**config.mk**
```make
export PLATFORM = sky130hd
export DESIGN_NAME = instr_fetch_stage
export DESIGN_NICKNAME = d
export VERILOG_FILES = /design/src/rtl/instr_fetch_stage.sv
export SDC_FILE = /design/constraint.sdc
export NUM_CORES = 1
export LEC_CHECK = 0
export BUFFER_PORTS_ARGS = -buffer_cell sky130_fd_sc_hd__clkbuf_2
export CAP_MARGIN = 20
export CORE_MARGIN = 8
export CORE_UTILIZATION = 48
export CTS_CLUSTER_DIAMETER = 100
export DETAILED_ROUTE_END_ITERATION = 8
export GPL_ROUTABILITY_DRIVEN = 0
export PLACE_DENSITY_LB_ADDON = 0.05
export REMOVE_ABC_BUFFERS = 1
export SLEW_MARGIN = 20
export SYNTH_ARGS = -nofsm -noshare
export SYNTH_HDL_FRONTEND = slang
export SYNTH_SLANG_ARGS = --single-unit
```
**constraint.sdc**
```tcl
create_clock -name if_clk -period 3.6 [get_ports if_clk]
set_input_delay 0 -clock if_clk [delete_from_list [all_inputs] [get_ports if_clk]]
set_output_delay 0 -clock if_clk [all_outputs]
set_load 0.1 [all_outputs]
```
**src/rtl/instr_fetch_stage.sv**
```systemverilog
`default_nettype none
// ============================================================================
// Module   : instr_fetch_stage
// Brief    : Fetch stage issuing one instruction-memory read at a time and
//            driving the IF/ID register toward decode.
// Revision : 1.0
// ============================================================================
module instr_fetch_stage #(
  parameter logic [31:0] NOP_INSTR = 32'h0000_0013,
  parameter int unsigned PC_STEP   = 4
) (
  input  logic        if_clk,
  input  logic        if_rst,
  input  logic [31:0] PC_CNT,
  output logic [31:0] PC_DIN,
  output logic        pc_write,
  input  logic        redirect_valid,
  input  logic [31:0] redirect_addr,
  output logic        imem_req,
  output logic [31:0] imem_addr,
  input  logic        imem_gnt,
  input  logic        imem_rvalid,
  input  logic [31:0] imem_rdata,
  output logic        if_valid,
  input  logic        id_ready,
  output logic [31:0] IF_INSTR,
  output logic [31:0] IF_PC,
  output logic [31:0] IF_PC4
);

  localparam logic [31:0] c_step = 32'(PC_STEP);

  typedef enum logic [1:0] {
    S_REQ  = 2'd0,
    S_WAIT = 2'd1,
    S_HOLD = 2'd2
  } state_e;

  state_e      state_q;
  logic        kill_q;
  logic        valid_q;
  logic [31:0] instr_q;
  logic [31:0] pc_q;
  logic [31:0] pc4_q;
  logic [31:0] tag_q;
  logic [31:0] hold_instr_q;
  logic [31:0] hold_pc_q;

  logic        w_slot_free;
  logic        w_grant;
  logic        w_unused_addr_lsb;

  // Slot is free when IF/ID is empty or being drained by decode this cycle.
  assign w_slot_free = !valid_q || id_ready;
  assign imem_req    = !if_rst && (state_q == S_REQ) && w_slot_free && !redirect_valid;
  assign w_grant     = imem_req && imem_gnt;
  assign imem_addr   = PC_CNT;

  always_comb begin
    pc_write = 1'b0;
    PC_DIN   = PC_CNT;
    if (!if_rst) begin
      if (redirect_valid) begin
        pc_write = 1'b1;
        PC_DIN   = {redirect_addr[31:2], 2'b00};
      end else if (w_grant) begin
        pc_write = 1'b1;
        PC_DIN   = PC_CNT + c_step;
      end
    end
  end

  assign w_unused_addr_lsb = ^redirect_addr[1:0];

  always_ff @(posedge if_clk) begin
    if (if_rst) begin
      state_q      <= S_REQ;
      kill_q       <= 1'b0;
      valid_q      <= 1'b0;
      instr_q      <= NOP_INSTR;
      pc_q         <= 32'd0;
      pc4_q        <= 32'd0;
      tag_q        <= 32'd0;
      hold_instr_q <= NOP_INSTR;
      hold_pc_q    <= 32'd0;
    end else begin
      if (valid_q && id_ready) begin
        valid_q <= 1'b0;
      end
      if (redirect_valid) begin
        valid_q      <= 1'b0;
        instr_q      <= NOP_INSTR;
        hold_instr_q <= NOP_INSTR;
        hold_pc_q    <= 32'd0;
        // A response arriving with the redirect retires the outstanding read.
        if ((state_q == S_WAIT) && !imem_rvalid) begin
          state_q <= S_WAIT;
          kill_q  <= 1'b1;
        end else begin
          state_q <= S_REQ;
          kill_q  <= 1'b0;
        end
      end else begin
        case (state_q)
          S_REQ: begin
            if (w_grant) begin
              tag_q   <= PC_CNT;
              state_q <= S_WAIT;
            end
          end
          S_WAIT: begin
            if (imem_rvalid) begin
              if (kill_q) begin
                kill_q  <= 1'b0;
                state_q <= S_REQ;
              end else if (w_slot_free) begin
                valid_q <= 1'b1;
                instr_q <= imem_rdata;
                pc_q    <= tag_q;
                pc4_q   <= tag_q + c_step;
                state_q <= S_REQ;
              end else begin
                hold_instr_q <= imem_rdata;
                hold_pc_q    <= tag_q;
                state_q      <= S_HOLD;
              end
            end
          end
          S_HOLD: begin
            if (id_ready) begin
              valid_q <= 1'b1;
              instr_q <= hold_instr_q;
              pc_q    <= hold_pc_q;
              pc4_q   <= hold_pc_q + c_step;
              state_q <= S_REQ;
            end
          end
          default: state_q <= S_REQ;
        endcase
      end
    end
  end

  assign if_valid = valid_q;
  assign IF_INSTR = instr_q;
  assign IF_PC    = pc_q;
  assign IF_PC4   = pc4_q;

endmodule
`default_nettype wire
```
==> impl_results.md, run 1 <==
* Share of the core filled with cells in the final layout at 62.6%
* Max_slew headroom at 40.6%
* Count of buffers from port buffering at 262
* Layout area overhead at 28.2%
* Most used cells in the layout excluding fill and tap cells: 247 x sky130_fd_sc_hd__clkbuf_2, 241 x sky130_fd_sc_hd__nand2_1, 194 x sky130_fd_sc_hd__dfxtp_1, 115 x sky130_fd_sc_hd__a21oi_1, 98 x sky130_fd_sc_hd__nor2_1
* Maximum ir drop on the vdd rail at 0.343 mV
* Fraction of layout instances using a drive strength above 1 at 22.9%
* Launch instance of the worst min-delay path: if_rst
* Worst r2r dst: IF_PC4[30]
* Core Rows at 52
* Post-Route Setup TNS at 0 ps
* Hold worst-path end: tag_q[2]
* Wirelength, routed at 32.3 mm
* Floorplan die width at 159 µm
* Internal Dissipation at 0.00350 W
* Pwr Density at 432 mW/mm²
* Fin crit share at 93.2%
* Clock group share of total power at 36.1%
* Sink Count at 194
* Count of boundary I/O pins at 265
* Max Cap Viol at 0
* Syn Area/Cell at 8.01 µm²
* Worst hold path stage count at 5
* Number of hold violations in the final report at 0
* CTS root buf: sky130_fd_sc_hd__clkbuf_16
* Depth of the CTS H-tree at 4
* Cell area after placement at 0.0113 mm²
* Height of the chip at 159 µm
* Relative contribution of combinational cells to total power at 23.1%
* Overall die area at 0.0254 mm²
* Required time of the critical path at 3600 ps
* Detailed-placement wirelength estimate at 22.3 mm
* Worst reg2reg setup slack at 520 ps
* Congestion Overflow GR at 0
* Leakage Power at 4.73 nW
* Overall global routing resource usage at 24.7%
* # nets final at 1586
* Max-slew violation count at 0
* Pin count of the biggest net entering global routing at 82
* Total core area at 0.0202 mm²
* TritonCTS clock tree: done
* Post-layout minimum cycle time at 3360 ps
* Total via count after detailed routing at 9926
* Most frequent standard cell in the layout excluding fill and tap cells: sky130_fd_sc_hd__clkbuf_2
* Class of the most critical hold timing path: in -> reg
* Total of warnings raised by yosys at 0
* Critical Path Start Type: flip-flop
* First-pass GRT wire length at 51.5 mm
* Sequential group share of total power at 40.8%
* Result of the run: finished, final reports clean
* Skew-Pair Late Insertion Delay at 440 ps
* Wirelength per Cell at 18.4 µm
* Actual slew at the worst max-slew pin at 891 ps
* Achievable clock frequency at 0.298 GHz
* Worst Clk Skew at 10.1 ps
* Design Area, Final at 0.0126 mm²
* Initial core utilization at 48.9%
* Initial antenna violation count at 2
* Clock transition time at the flip-flop clock pins of the worst setup and hold paths at 70 ps
* DRT Pass-1 Iters at 5
* Number of buffers on the longest clock path at 2
* Drt via density at 5.63
* PostCTS Resize Cnt at 0
* Gate count after technology mapping at 1231
* Synth Cell Area at 0.00985 mm²
* Total net switching power at 0.00195 W
* Via count of the first global-routing pass at 9600
* Critical path class: reg -> out
* Total power after layout at 0.00545 W
* Launch point of the worst reg-to-reg path: state_q[0]
* Residual antenna-violating net count after detailed routing at 0
* Final setup violation count at 0
* Worst endpoint data arrival time at 3360 ps
* Kind of end point of the critical path: output port
* Fill cell total of the finished layout at 1860
* EDFF count, synth at 0
* Count of cells along the worst register-to-register path at 9
* Footprint of the flip-flops and latches at 0.00388 mm²
* Post-synth top flop: sky130_fd_sc_hd__dfxtp_1
* Number of DRC markers in iteration 0 at 688
* Area occupied by multi-input gates at 0.00530 mm²
* Cell variety after synth at 74
* Sequential-to-total area share from yosys stat at 39.4%
* Num CTS Buffers at 17
* Unrepaired setup endpoints after global routing: false
* Ys async rst share at 0%
* DRC Markers at 0
* Synth Register Bits at 194
* Highest net fanout along the worst path at 12
* Net switching share of the total power at 35.7%
==> cells in the mapped netlist, types with 4 or more instances <==
cell                          n  area (µm²)
sky130_fd_sc_hd__a211oi_1    74         556
sky130_fd_sc_hd__a21oi_1    115         576
sky130_fd_sc_hd__a22oi_1      6        45.0
sky130_fd_sc_hd__a2bb2oi_1    5        43.8
sky130_fd_sc_hd__a311oi_1     4        35.0
sky130_fd_sc_hd__and2_1       7        43.8
sky130_fd_sc_hd__and3_1      12        75.1
sky130_fd_sc_hd__and4_1       9        78.8
sky130_fd_sc_hd__buf_1        7        26.3
sky130_fd_sc_hd__buf_2       12        60.1
sky130_fd_sc_hd__buf_4       37         278
sky130_fd_sc_hd__clkbuf_1    69         259
sky130_fd_sc_hd__dfxtp_1    194        3880
sky130_fd_sc_hd__ha_1         6        75.1
sky130_fd_sc_hd__inv_1       16        60.1
sky130_fd_sc_hd__mux2_2       6        67.6
sky130_fd_sc_hd__mux2i_1     65         651
sky130_fd_sc_hd__nand2_1    243         912
sky130_fd_sc_hd__nand2b_1     5        31.3
sky130_fd_sc_hd__nand3_1     42         210
sky130_fd_sc_hd__nand3b_1     8        60.1
sky130_fd_sc_hd__nand4_1     16         100
sky130_fd_sc_hd__nor2_1      99         372
sky130_fd_sc_hd__nor3_1      18        90.1
sky130_fd_sc_hd__o211ai_1    13        97.6
sky130_fd_sc_hd__o21a_1       4        30.0
sky130_fd_sc_hd__o21ai_0      8        40.0
sky130_fd_sc_hd__o221ai_1     5        43.8
sky130_fd_sc_hd__o22a_1      14         123
sky130_fd_sc_hd__o22ai_1     12        75.1
sky130_fd_sc_hd__o311ai_0     7        61.3
sky130_fd_sc_hd__o311ai_1     6        52.6
sky130_fd_sc_hd__or3_1       10        62.6
sky130_fd_sc_hd__xnor2_1      6        52.6
==> critical path, cell delays in order (launching register included) <==
cell and delay [ps]:
sky130_fd_sc_hd__dfxtp_1 330, sky130_fd_sc_hd__inv_1 140, sky130_fd_sc_hd__ha_1 190, sky130_fd_sc_hd__inv_1 120
sky130_fd_sc_hd__or4b_1 750, sky130_fd_sc_hd__nor3_4 480, sky130_fd_sc_hd__a311oi_1 170, sky130_fd_sc_hd__nor3_1 200
sky130_fd_sc_hd__clkbuf_2 520
==> worst max path at each step <==
stage / depth (start not counted) / to / startpoint / slack (ps)
after floorplan: 7 / IF_PC4[26] / state_q[0] / -5130
after global placement: 9 / IF_PC4[26] / state_q[0] / 620
after detailed placement: 9 / IF_PC4[28] / state_q[0] / 540
after CTS: 8 / PC_DIN[28] / state_q[0] / 250
after global routing: 8 / PC_DIN[28] / state_q[0] / 120
final: 8 / PC_DIN[28] / state_q[0] / 240
==> state kept, by name, indices dropped and copies added, names as in the netlist <==
signal	cells
IF_INSTR	32
IF_PC	32
IF_PC4	30
hold_instr_q	32
hold_pc_q	32
if_valid	1
kill_q	1
state_q	2
tag_q	32
==> through the flow <==
stage          setup slack, ps  hold WS, ps  cells
4_1_cts                    247         88.9   1761
5_1_grt                    116          105   1761
6_report                   245          103   1762
3_5_place_dp               538          235   1658
2_1_floorplan            -5130            0   1103
3_3_place_gp               620          228   1658
==> cell type report <==
| class | instances | share of cell area (%) |
|---|---|---|
| Inverter | 17 | 0.505 |
| Antenna cell | 1 | 0.0198 |
| Sequential cell | 194 | 30.7 |
| Clock inverter | 14 | 1.46 |
| Multi-Input combinational cell | 892 | 42.0 |
| Timing Repair Buffer | 356 | 19.2 |
| Clock buffer | 18 | 3.48 |
| Tap cell | 270 | 2.67 |
==> power by group through the flow <==
stage,registers [W],clock network (W),logic [W]
after global routing,0.00223,0.00209,0.00132
after detailed placement,0.00227,0,0.00120
after global placement,0.00227,0,0.00119
final,0.00222,0.00197,0.00126
after CTS,0.00222,0.00201,0.00126
after floorplan,0.00252,0,0.000475
==> layer usage <==
| layer | vias to the layer above | GRT usage (%) | part of all wire (%) |
|---|---|---|---|
| li1 | 4888 | - | - |
| met1 | 4650 | 30.3 | 42 |
| met2 | 345 | 41.5 | 48 |
| met3 | 41 | 6.72 | 8.5 |
| met4 | 2 | 7.72 | 1.8 |
| met5 | - | 0 | 0.040 |
==> cell families (layout without fill, tap and decap cells) <==
group | count (synthesis) | in the layout | synth area share (%)
AO/OA/AOI/OAI | 306 | 306 | 21.0
XOR/XNOR | 8 | 8 | 0.711
adder cells (fa/ha/maj) | 6 | 6 | 0.762
buffers and inverters | 145 | 405 | 7.31
flip-flops | 194 | 194 | 39.4
multiplexers | 71 | 71 | 7.29
other | 0 | 1 | 0
AND/OR/NAND/NOR | 501 | 501 | 23.5
==> timing repair <==
item | 4_1_cts | 5_1_grt
hold endpoints to repair | 98 | 0
hold buffers | 71 | 0
buffers inserted | 0 | 0
No activity file was read; power rests on OpenSTA's default activity.
==> inputs of run 2 (changes only) <==
--- a/config.mk
+++ b/config.mk
@@ -8,7 +8,7 @@
 export BUFFER_PORTS_ARGS = -buffer_cell sky130_fd_sc_hd__clkbuf_2
 export CAP_MARGIN = 20
 export CORE_MARGIN = 8
-export CORE_UTILIZATION = 48
+export CORE_UTILIZATION = 53
 export CTS_CLUSTER_DIAMETER = 100
 export DETAILED_ROUTE_END_ITERATION = 8
 export GPL_ROUTABILITY_DRIVEN = 0
==> constraint.sdc (replaced) <==
create_clock -name if_clk -period 3.4 [get_ports if_clk]
set_input_delay 0 -clock if_clk [delete_from_list [all_inputs] [get_ports if_clk]]
set_output_delay 0 -clock if_clk [all_outputs]
set_load 0.1 [all_outputs]
==> impl_results.md, run 2 (synthesized netlist as in run 1, its figures left out) <==
* Worst endpoint data arrival time at 3180 ps
* Worst hold path stage count at 3
* Core Rows at 50
* Total core area at 0.0185 mm²
* Drt via density at 5.75
* Critical Path, Cell by Cell: inv_1 -> ha_1 -> inv_1 -> or4b_1 -> nor2_1 -> a211oi_1 -> nor3b_1 -> clkbuf_2
* Initial core utilization at 53.4%
* Launch point of the worst reg-to-reg path: state_q[0]
* Worst Clk Skew at 17.1 ps
* Clock transition time at the flip-flop clock pins of the worst setup and hold paths at 80 ps
* Pwr Density at 458 mW/mm²
* Count of boundary I/O pins at 265
* Number of hold violations in the final report at 0
* Fin crit share at 93.6%
* Leakage Power at 4.74 nW
* Pin count of the biggest net entering global routing at 79
* Share of the core filled with cells in the final layout at 68.5%
* Congestion Overflow GR at 0
* Final setup violation count at 0
* Max-slew violation count at 0
* Skew-Pair Late Insertion Delay at 440 ps
* Detailed-placement wirelength estimate at 21.6 mm
* Class of the most critical hold timing path: in -> reg
* Max Cap Viol at 0
* Num CTS Buffers at 17
* Launch instance of the worst min-delay path: redirect_valid
* Critical path class: reg -> out
* Required time of the critical path at 3400 ps
* Sink Count at 194
* Hold worst-path end: IF_INSTR[4]
* First-pass GRT wire length at 50.5 mm
* Worst reg2reg setup slack at 380 ps
* Worst r2r dst: IF_PC4[26]
* Initial antenna violation count at 1
* Via count of the first global-routing pass at 9602
* Wirelength per Cell at 18.1 µm
* Total via count after detailed routing at 9923
* Count of cells along the worst register-to-register path at 9
* Floorplan die width at 152 µm
* Residual antenna-violating net count after detailed routing at 0
* Max_slew headroom at 41.1%
* Depth of the CTS H-tree at 4
* Height of the chip at 152 µm
* Actual slew at the worst max-slew pin at 881 ps
* CTS root buf: sky130_fd_sc_hd__clkbuf_16
* Smallest setup slack after layout at 217 ps
* Most used cells in the layout excluding fill and tap cells: 243 x sky130_fd_sc_hd__clkbuf_2, 241 x sky130_fd_sc_hd__nand2_1, 194 x sky130_fd_sc_hd__dfxtp_1, 115 x sky130_fd_sc_hd__a21oi_1, 98 x sky130_fd_sc_hd__nor2_1
* Wirelength, routed at 31.3 mm
* Count of buffers from port buffering at 262
* Most used cell, CP: sky130_fd_sc_hd__inv_1
* Most frequent standard cell in the layout excluding fill and tap cells: sky130_fd_sc_hd__clkbuf_2
* DRC Markers at 0
* DRT Pass-1 Iters at 6
* Kind of end point of the critical path: output port
* Layout area overhead at 28.3%
* Overall die area at 0.0232 mm²
* Max stage delay cell, worst path: sky130_fd_sc_hd__or4b_1
* Post-layout minimum cycle time at 3180 ps
* Placement-stage worst setup slack at 428 ps
* Stage delay of the slowest cell on the critical path at 730 ps
* Fraction of layout instances using a drive strength above 1 at 23.0%
* Highest net fanout along the worst path at 8
* Unrepaired setup endpoints after global routing: false
* Critical Path Start Type: flip-flop
* Number of DRC markers in iteration 0 at 746
* Number of buffers on the longest clock path at 2
* # nets final at 1585
* Result of the run: finished, final reports clean
* Achievable clock frequency at 0.314 GHz
* Maximum ir drop on the vdd rail at 0.331 mV
* Overall global routing resource usage at 26.4%
* TritonCTS clock tree: done
[run 2: cell count changes in the layout (fill, tap and decap cells not counted)]
| cell | delta |
|---|---|
| sky130_fd_sc_hd__buf_12 | +4 |
| sky130_fd_sc_hd__clkbuf_2 | -4 |
| sky130_fd_sc_hd__buf_2 | +3 |
| sky130_fd_sc_hd__buf_4 | -2 |
| sky130_fd_sc_hd__dlygate4sd3_1 | -2 |
| sky130_fd_sc_hd__clkinv_8 | +1 |
| sky130_fd_sc_hd__diode_2 | +1 |
| sky130_fd_sc_hd__inv_6 | -1 |
[run 2: layer usage]
metal | GRT usage (%) | part of all wire (%) | wire, µm | vias to the layer above
li1 | - | - | - | 4908
met1 | 31.8 | 42 | 13200 | 4638
met2 | 45.1 | 48 | 15100 | 335
met3 | 6.92 | 7.5 | 2360 | 40
met4 | 8.90 | 2.1 | 671 | 2
met5 | 0 | 0.042 | 13 | -
[run 2: worst max path at each step]
stage | slack [ps] | start | to
floorplan | -5330 | state_q[0] | IF_PC4[26]
global placement | 560 | state_q[0] | IF_PC4[20]
detailed placement | 430 | state_q[0] | IF_PC4[28]
CTS | 110 | state_q[0] | PC_DIN[22]
global route | 20 | state_q[0] | PC_DIN[6]
finish | 220 | state_q[0] | PC_DIN[16]
[run 2: critical path: cells and delay by family (launching register included)]
family / cells / cell delay, ps
AO/OA/AOI/OAI: 1 / 140
adder cells (fa/ha/maj): 1 / 190
buffers and inverters: 3 / 740
flip-flops: 1 / 330
AND/OR/NAND/NOR: 3 / 1360
[run 2: area by class of cell]
type,instances,area [µm²]
Inverter,17,63.8
Tap cell,234,293
Multi-Input combinational cell,892,5300
Clock inverter,14,191
Sequential cell,194,3880
Antenna cell,2,5.00
Clock buffer,18,439
Timing Repair Buffer,355,2460
Fill cell,1536,5820
[run 2: power breakdown]
group	total [W]	internal, W	switching (W)
Combinational	0.00133	0.000313	0.00102
Clock	0.00210	0.00109	0.00101
Sequential	0.00235	0.00232	0.0000339
[run 2: what timing repair did]
action                                  CTS  global route
buffers inserted                          0             1
hold buffers                             69             0
endpoints found under the setup margin    0             3
endpoints found under the hold margin    97             0
gates resized for setup                   0             3
[run 2: stage by stage]
| stage | cell area [µm²] | hold slack (ps) | setup TNS, ps | total power (W) | std cells |
|---|---|---|---|---|---|
| detailed placement | 11300 | 234 | 0 | 0.00368 | 1622 |
| CTS | 12600 | 2.11 | 0 | 0.00581 | 1723 |
| global route | 12600 | 35.4 | 0 | 0.00597 | 1724 |
| global placement | 11300 | 228 | 0 | 0.00367 | 1622 |
| floorplan | 9200 | 0 | -527940 | 0.00317 | 1103 |
| finish | 12600 | 25.7 | 0 | 0.00579 | 1726 |
==> inputs of run 3 (changes only) <==
--- a/config.mk
+++ b/config.mk
@@ -5,10 +5,11 @@
 export SDC_FILE = /design/constraint.sdc
 export NUM_CORES = 1
 export LEC_CHECK = 0
+export ABC_AREA = 1
 export BUFFER_PORTS_ARGS = -buffer_cell sky130_fd_sc_hd__clkbuf_2
 export CAP_MARGIN = 20
 export CORE_MARGIN = 8
-export CORE_UTILIZATION = 53
+export CORE_UTILIZATION = 54
 export CTS_CLUSTER_DIAMETER = 100
 export DETAILED_ROUTE_END_ITERATION = 8
 export GPL_ROUTABILITY_DRIVEN = 0
==> impl_results.md, run 3 <==
* Cell variety after synth at 44
* Num CTS Buffers at 17
* Number of DRC markers in iteration 0 at 878
* Count of boundary I/O pins at 265
* Height of the chip at 154 µm
* Syn Area/Cell at 6.69 µm²
* Main combinational cell family by area after synthesis: simple AND/OR/NAND/NOR gates
* Total of warnings raised by yosys at 0
* Commonest cells post-synth: 327 x sky130_fd_sc_hd__nand2_1, 213 x sky130_fd_sc_hd__nor2_1, 194 x sky130_fd_sc_hd__dfxtp_1, 187 x sky130_fd_sc_hd__o21ai_0, 135 x sky130_fd_sc_hd__inv_1
* Relative contribution of combinational cells to total power at 24.3%
* Required time of the critical path at 3400 ps
* Initial core utilization at 54.9%
* Gate count after technology mapping at 1530
* Clock transition time at the flip-flop clock pins of the worst setup and hold paths at 70 ps
* Skew-Pair Late Insertion Delay at 430 ps
* Class of the most critical hold timing path: in -> reg
* Synth area leader: sky130_fd_sc_hd__dfxtp_1
* Share of the core filled with cells in the final layout at 69.4%
* Cell area after placement at 0.0118 mm²
* Launch point of the worst reg-to-reg path: state_q[0]
* Sequential group share of total power at 41.7%
* Critical path class: in -> out
* Post-synth top flop: sky130_fd_sc_hd__dfxtp_1
* Worst r2r dst: IF_PC4[19]
* Synth Cell Area at 0.0102 mm²
* N_diodes at 0
* Actual slew at the worst max-slew pin at 798 ps
* Floorplan die width at 154 µm
* Unrepaired setup endpoints after global routing: false
* Post-synthesis adder-cell area fraction at 0.733%
* Worst Clk Skew at 12.8 ps
* Multiplexer share of the synthesized area at 0%
* Congestion Overflow GR at 0
* Max Cap Viol at 0
* Core Rows at 50
* Result of the run: finished, final reports clean
* Pin count of the biggest net entering global routing at 85
* Drt via density at 5.37
* Residual antenna-violating net count after detailed routing at 0
* DRC Markers at 0
* DRT Pass-1 Iters at 6
* Depth of the CTS H-tree at 4
* First-pass GRT wire length at 52.2 mm
* Total net switching power at 0.00196 W
* Most used cells in the layout excluding fill and tap cells: 326 x sky130_fd_sc_hd__nand2_1, 230 x sky130_fd_sc_hd__clkbuf_2, 211 x sky130_fd_sc_hd__nor2_1, 194 x sky130_fd_sc_hd__dfxtp_1, 187 x sky130_fd_sc_hd__o21ai_0
* Overall global routing resource usage at 26.9%
* Pwr Density at 435 mW/mm²
* Total core area at 0.0186 mm²
* Max_slew headroom at 46.8%
* Max stage delay cell, worst path: sky130_fd_sc_hd__dlygate4sd3_1
* Net switching share of the total power at 34.9%
* Critical Path Start Type: primary input
* CTS root buf: sky130_fd_sc_hd__clkbuf_16
* Total via count after detailed routing at 10800
* Detailed-placement wirelength estimate at 22.4 mm
* # nets final at 1867
* EDFF count, synth at 0
* Sink Count at 194
* Most frequent cell after synthesis: sky130_fd_sc_hd__nand2_1
* Top-area cell type share of the netlist area at 37.9%
* Synthesized-area fraction occupied by ao, oa, aoi and oai cells at 19.5%
* Synth Register Bits at 194
* Number of buffers on the longest clock path at 2
* Footprint of the flip-flops and latches at 0.00388 mm²
* Achievable clock frequency at 0.315 GHz
* Wirelength, routed at 32.2 mm
* Area occupied by multi-input gates at 0.00515 mm²
* Count of cells along the worst register-to-register path at 12
* Fill cell total of the finished layout at 1617
* Critical Path, Cell by Cell: dlygate4sd3_1 -> clkbuf_2 -> inv_2 -> nand2_4 -> inv_4 -> nand2_1 -> nor2_2 -> nand2_2 -> clkinvlp_4 -> nand3_1 -> xor2_1 -> o21bai_1 -> buf_12
* Worst endpoint data arrival time at 3180 ps
* Maximum ir drop on the vdd rail at 0.333 mV
* Worst hold path stage count at 3
* Most frequent standard cell in the layout excluding fill and tap cells: sky130_fd_sc_hd__nand2_1
* Overall die area at 0.0236 mm²
* Initial antenna violation count at 1
* Max-slew violation count at 0
* TritonCTS clock tree: done
* Internal Dissipation at 0.00367 W
* Layout area overhead at 26.4%
* Worst reg2reg setup slack at 760 ps
* Fraction of layout instances using a drive strength above 1 at 21.1%
* Highest net fanout along the worst path at 55
* Fin crit share at 93.5%
* Post-layout minimum cycle time at 3180 ps
* Main area contributors after synthesis: sky130_fd_sc_hd__dfxtp_1 38%, sky130_fd_sc_hd__nand2_1 12%, sky130_fd_sc_hd__o21ai_0 9.1%
* Launch instance of the worst min-delay path: PC_CNT[10]
* Stage delay of the slowest cell on the critical path at 540 ps
* Count of buffers from port buffering at 262
* Sequential-to-total area share from yosys stat at 37.9%
* Number of hold violations in the final report at 0
* Synth Area in Simple Gates at 28.8%
* Via count of the first global-routing pass at 10400
* Design Area, Final at 0.0129 mm²
* Ys async rst share at 0%
* Kind of end point of the critical path: output port
* Synth Area in XOR/XNOR at 0.941%
* Leakage Power at 5.93 nW
* Clock group share of total power at 34.0%
* Hold worst-path end: tag_q[10]
* Final setup violation count at 0
* Wirelength per Cell at 16.0 µm
-- run 3: through the flow --
stage | TNS (ps) | hold slack [ps] | std cells | setup slack (ps) | power, W
floorplan | -167800 | 0 | 1409 | -2470 | 0.00314
global placement | 0 | 240 | 1917 | 764 | 0.00370
detailed placement | 0 | 247 | 1917 | 729 | 0.00371
CTS | 0 | 0.347 | 2006 | 141 | 0.00566
global route | 0 | 25.5 | 2006 | 16.4 | 0.00583
finish | 0 | 8.52 | 2006 | 222 | 0.00563
-- run 3: per-layer routing --
layer  track usage [%]  part of all wire (%)  vias to the layer above
li1                  -                     -                     5400
met1              33.3                    42                     4898
met2              44.7                    47                      431
met3              6.98                   8.2                       51
met4              8.82                   2.4                        2
met5                 0                 0.040                        -
-- run 3: cell families after synthesis --
| family | after synthesis |
|---|---|
| xor+xnor | 11 |
| flops | 194 |
| simple gates | 686 |
| compound gates | 366 |
| buf+inv | 267 |
| fa+ha+maj | 6 |
-- run 3: power by group through the flow --
stage | Combinational, W | Sequential (W) | Clock, W
floorplan | 0.000536 | 0.00260 | 0
global placement | 0.00131 | 0.00239 | 0
detailed placement | 0.00132 | 0.00240 | 0
CTS | 0.00137 | 0.00234 | 0.00195
global route | 0.00144 | 0.00235 | 0.00204
finish | 0.00137 | 0.00234 | 0.00191
-- run 3: area by class of cell --
class	count	share of cell area (%)
multi-input combinational	1069	39.8
sequential	194	30.0
timing repair buffer	331	19.3
inverter	146	4.32
clock buffer	20	3.53
tap	234	2.26
clock inverter	12	0.735
-- run 3: how the worst max path moves through the flow --
stage	startpoint	to	cells past startpoint
CTS	redirect_valid	PC_DIN[8]	13
global route	redirect_valid	PC_DIN[8]	13
finish	redirect_valid	PC_DIN[8]	13
detailed placement	redirect_valid	PC_DIN[8]	12
floorplan	if_rst	PC_DIN[11]	9
global placement	redirect_valid	PC_DIN[8]	12
-- run 3: worst max-delay path: cells and delay by family --
kind                      cells  cell delay, ps
buffers and inverters         6            1780
AOI/OAI and AO/OA             1             250
and+or+nand+nor               5             960
xor gates and xnor gates      1             160
-- run 3: what timing repair did --
action | CTS | global route
gates resized for setup | 0 | 1
setup buffers | 0 | 0
endpoints found under the setup margin | 0 | 2
endpoints found under the hold margin | 91 | 0
hold buffers | 57 | 0
